## config.mk

```make
export PLATFORM = sky130hd
export DESIGN_NAME = decoder_scan
export DESIGN_NICKNAME = d
export VERILOG_FILES = /design/src/rtl/decoder_scan.sv
export SDC_FILE = /design/constraint.sdc
export NUM_CORES = 1
export LEC_CHECK = 0
export ABC_AREA = 1
export CORE_UTILIZATION = 50
export CTS_BUF_LIST = sky130_fd_sc_hd__clkbuf_4 sky130_fd_sc_hd__clkbuf_8
export DETAILED_ROUTE_END_ITERATION = 10
export DONT_BUFFER_PORTS = 1
export GPL_ROUTABILITY_DRIVEN = 0
export PLACE_DENSITY_LB_ADDON = 0.12
export SLEW_MARGIN = 20
export SYNTH_ARGS = -nofsm -noshare
export SYNTH_HDL_FRONTEND = slang
export SYNTH_SLANG_ARGS = --single-unit
```

## constraint.sdc

```tcl
create_clock -name clk -period 2.7 [get_ports clk]
set_input_delay 0.81 -clock clk [delete_from_list [all_inputs] [get_ports clk]]
set_output_delay 0.81 -clock clk [all_outputs]
set_load 0.005 [all_outputs]
```

## src/rtl/decoder_scan.sv

```systemverilog
// decoder_scan: registered SEL_W-to-2**SEL_W one-hot decoder with enable
// and an optional self-running scan mode.
//
// Intended to sit between control logic and multiplexed loads such as
// display digit enables or LED/row strobes.
//
// Modes:
//   mode = 0  direct decode of sel
//   mode = 1  scan: a prescaled counter walks the active channel over
//             0..scan_max, advancing once every PRESCALE clocks
//
// Parameters:
//   SEL_W     select width; the output width OUT_W = 2**SEL_W is derived
//   PRESCALE  clocks per scan step (1..2**24-1)
//   PRE_W     prescaler width, 2**PRE_W > PRESCALE
//
// Ports:
//   clk       system clock, rising edge
//   rst_n     asynchronous active-low reset
//   en        enable; 0 forces the output inactive
//   mode      0 = direct, 1 = scan
//   sel       channel select, used only in direct mode
//   scan_max  highest channel visited in scan mode
//   O         registered one-hot channel output
//   idx       registered index of the active channel
//   step      one-cycle pulse on the cycle idx advances in scan mode
//
// Build option:
//   DECODER_SCAN_ACTIVE_LOW_EN  drive O inverted (active channel low,
//   idle/reset value all ones) for common-anode / active-low loads.
//   The inversion is folded into the output register, so timing and
//   latency are the same in both builds.
//
// FSM: state is IDLE / DIRECT / SCAN. It is held in the internal signal
// 'state' so checkers can bind to it hierarchically.

module decoder_scan #(
  parameter int SEL_W    = 2,
  parameter int PRESCALE = 50000,
  parameter int PRE_W    = 24
) (
  input  logic                  clk,
  input  logic                  rst_n,
  input  logic                  en,
  input  logic                  mode,
  input  logic [SEL_W-1:0]      sel,
  input  logic [SEL_W-1:0]      scan_max,
  output logic [(1<<SEL_W)-1:0] O,
  output logic [SEL_W-1:0]      idx,
  output logic                  step
);

  localparam int OUT_W = 1 << SEL_W;

  localparam logic [1:0] ST_IDLE   = 2'd0;
  localparam logic [1:0] ST_DIRECT = 2'd1;
  localparam logic [1:0] ST_SCAN   = 2'd2;

  localparam logic [PRE_W-1:0] PRE_TC = PRE_W'(PRESCALE - 1);

`ifdef DECODER_SCAN_ACTIVE_LOW_EN
  localparam logic [OUT_W-1:0] O_MASK = '1;
`else
  localparam logic [OUT_W-1:0] O_MASK = '0;
`endif

  logic [1:0]       state, state_d;
  logic [PRE_W-1:0] pre, pre_d;
  logic [SEL_W-1:0] idx_d;
  logic             step_d;
  logic [OUT_W-1:0] o_d;

  function automatic logic [OUT_W-1:0] onehot(input logic [SEL_W-1:0] ch);
    logic [OUT_W-1:0] r;
    r     = '0;
    r[ch] = 1'b1;
    return r;
  endfunction

  // Priority: en low wins over everything, then mode picks direct/scan.
  always_comb begin
    state_d = state;
    pre_d   = pre;
    idx_d   = idx;
    step_d  = 1'b0;
    if (!en) begin
      state_d = ST_IDLE;
      pre_d   = '0;
      idx_d   = '0;
    end else if (!mode) begin
      state_d = ST_DIRECT;
      pre_d   = '0;
      idx_d   = sel;
    end else if (state != ST_SCAN) begin
      // Entering scan always restarts at channel 0 with a fresh prescaler.
      state_d = ST_SCAN;
      pre_d   = '0;
      idx_d   = '0;
    end else if (pre == PRE_TC) begin
      // scan_max is only sampled here, so lowering it below the current
      // channel wraps straight to 0 on the next step.
      pre_d  = '0;
      idx_d  = (idx >= scan_max) ? '0 : idx + SEL_W'(1);
      step_d = 1'b1;
    end else begin
      pre_d = pre + PRE_W'(1);
    end
    // O is derived from the next idx so O == one-hot(idx) outside IDLE.
    o_d = (state_d == ST_IDLE) ? O_MASK : (onehot(idx_d) ^ O_MASK);
  end

  always_ff @(posedge clk or negedge rst_n) begin
    if (!rst_n) begin
      state <= ST_IDLE;
      pre   <= '0;
      idx   <= '0;
      step  <= 1'b0;
      O     <= O_MASK;
    end else begin
      state <= state_d;
      pre   <= pre_d;
      idx   <= idx_d;
      step  <= step_d;
      O     <= o_d;
    end
  end

endmodule
```

==> results.txt <==
Worst VDD drop: 315 uV
Switching power total: 0.187 mW
Sequential cell area: 826 sq um
Area grow syn2layout: 7.02%
Worst Reg2Reg Path Length in Cells: 8
CP peak stage delay: 0.36 ns
WL met1: 1680 um
Port bufs: 0
GRT Util Overall: 20.9%
Commonest non-fill, non-tap cell in the layout: nor2_1
Vias: 1471
Max H-tree Level: 2
CTS tree: built
Post-Syn Instances: 237
Cts repair resizes: 0
Starting DRT DRC Count: 104
Status: complete, no violations
Worst-Skew Late Latency: 0.28 ns
CTS Buffer Depth: 2
Worst clock skew: 0.00402 ns
FILL cells: 341
Bufs and invs on worst path: 1
Vias in the first global route: 1447
Delay-heaviest family, CP: simple AND/OR/NAND/NOR gates
Kind of critical path: reg2reg
First-pass GRT wire length: 6350 um
R2r endpoint: pre[14]$_DFF_PN0_
Initial antenna violation count: 0
Core box area: 3440 sq um
Met2 routed WL: 1560 um
Logic pwr share: 2.4%
Hold Fails Final Rpt: 0
Worst Setup End Kind: flop
Number of enable flip-flop cells after synthesis: 0
Die height: 62.9 um
Clock power frac: 42.1%
Sequential power share: 55.5%
Sw frac: 20.6%
Worst r2r src: pre[0]$_DFF_PN0_
Finish-stage setup viols: 0
Row cnt: 21
Final nets: 253
Pint: 0.721 mW
Num ports: 15
Post-placement cell count: 281
Synth warn: 0
Crit path launch type: flop
Power Dens Cells: 458 nW/um^2
Commonest non-fill, non-tap cells in the layout: nor2_1, nand2_1, dfrtp_1, inv_1, nand3_1
Num CTS Buffers: 5
Post-Syn Area: 1850 sq um
WP data required: 2.87 ns
Multi-input logic area: 876 sq um
DR WL/cell: 11.9 um
Asr flop ratio synth: 100%
Arr. time, crit path: 1.90 ns
Root buffer cell: clkbuf_8
Post-Layout Cell Count: 289
Gr ovfl total: 0
Flop-to-flop setup slack: 0.97 ns
CP Max Fanout: 14
Final HPWL DP: 2620 um
Max Fclk: 0.578 GHz
Slew Limit Fails: 0
Drt via density: 5.09
Metal3 WL: 130 um
Rel. slew slack: 75.1%
Diodes inserted: 0
Critical-path cell list: ha_1 > nand3_2 > nor2_1 > nand3_2 > nand2_2 > inv_2 > o21ai_0 > nor2_1
CTS clk-pin slew, worst paths: 0.06 ns
Remaining antenna violation count: 0
Cts hold-fix bufs: 0
Slowest CP cell: dfrtp_1
Die area: 3950 sq um
Clock tree sinks: 33
Starting density of the core: 53.8%
Worst setup path endpoint: pre[14]$_DFF_PN0_
RSZ-0062 raised after global routing: no
Number of remaining DRC errors: 0
CP Launch Point: pre[0]$_DFF_PN0_
Minimum clock period: 1.73 ns
Hold Crit Class: in2async
Max-cap violations: 0
Postcts setup bufs: 0
Final Cycle Share: 64.0%
Largest net degree at the start of global routing: 34
Utilization after layout: 57.6%
Syn avg cell area: 7.82 sq um
Share of layout cells above drive strength 1: 14.8%
Distinct cells, synth: 32
Die Wd: 62.9 um
Pre-Repair DR Iteration Count: 4
WP depth: 8
Setup TNS: 0 ns
Worst Tran Pin Value: 0.371 ns
Share of the yosys chip area belonging to registers: 44.6%
DRT Wirelength: 3430 um
Leakage dissipation: 0.913 nW
Mapped Nets: 248
Flops & latches, synth: 33
Top FF cell, synth: dfrtp_1
Uppermost layer routed: met4
-- power groups by stage --
stage               clock network (mW)  registers, mW  logic (mW)
global placement                     0          0.513      0.0217
finish                           0.383          0.504      0.0215
floorplan                            0          0.512      0.0197
global route                     0.416          0.504      0.0262
detailed placement                   0          0.513      0.0221
CTS                              0.393          0.504      0.0221
-- through the flow --
stage          power [mW]  setup slack, ns  hold slack [ns]  instance area (sq um)
3_5_place_dp        0.535            0.757            0.447                   1890
2_1_floorplan       0.532            0.856            0.424                   1850
5_1_grt             0.946            0.757            0.200                   1980
3_3_place_gp        0.535            0.783            0.446                   1890
4_1_cts             0.918            0.933            0.207                   1980
6_report            0.908            0.971            0.213                   1980
-- worst min-delay path by stage --
stage / slack, ns / end / start
after floorplan: 0.42 / pre[0]$_DFF_PN0_ / pre[0]$_DFF_PN0_
after global placement: 0.45 / pre[0]$_DFF_PN0_ / pre[0]$_DFF_PN0_
after detailed placement: 0.45 / pre[0]$_DFF_PN0_ / pre[0]$_DFF_PN0_
after CTS: 0.21 / pre[14]$_DFF_PN0_ / rst_n
after global routing: 0.20 / pre[13]$_DFF_PN0_ / rst_n
final: 0.21 / pre[21]$_DFF_PN0_ / rst_n
-- final cells by class --
class	instances	area share, %
multi-input combinational	167	44.2
clock buffer	8	4.61
sequential	33	41.6
inverter	35	6.69
tap	46	2.90
-- flip-flops by register name, indices dropped and copies added (netlist names) --
register	flops
pre	24
O	4
idx	2
state	2
step	1
-- cells in the mapped netlist, types with 2 or more instances --
cell type,instances,area (sq um)
nor2_1,50,188
nand2_1,35,131
dfrtp_1,33,826
inv_1,30,113
nand3_1,12,60.1
a21oi_1,9,45.0
o21ai_0,9,45.0
nand2_2,7,43.8
nor3_1,6,30.0
inv_2,4,15.0
nand3_2,4,40.0
nand4_1,4,25.0
nor2_2,4,25.0
xor2_1,4,35.0
ha_1,3,37.5
nor2_4,3,33.8
nor4_1,2,12.5
o21ai_1,2,10.0
o21ai_2,2,17.5
xnor2_1,2,17.5
-- cells by family (layout without fill, tap and decap cells) --
kind of cell             count (synthesis)  in the layout  synth area share (%)
AND/OR/NAND/NOR                        132            132                  34.1
XOR/XNOR                                 6              6                  2.84
buffers and inverters                   37             43                  8.17
adder cells (fa/ha/maj)                  3              3                  2.03
AO/OA/AOI/OAI                           26             26                  8.31
flip-flops                              33             33                  44.6
-- layer usage --
layer | GRT usage, % | vias up
li1 | - | 760
met1 | 26.4 | 684
met2 | 33.6 | 21
met3 | 5.29 | 6
met4 | 8.72 | 0
met5 | 0 | -
(Power assumes the default switching activity.)
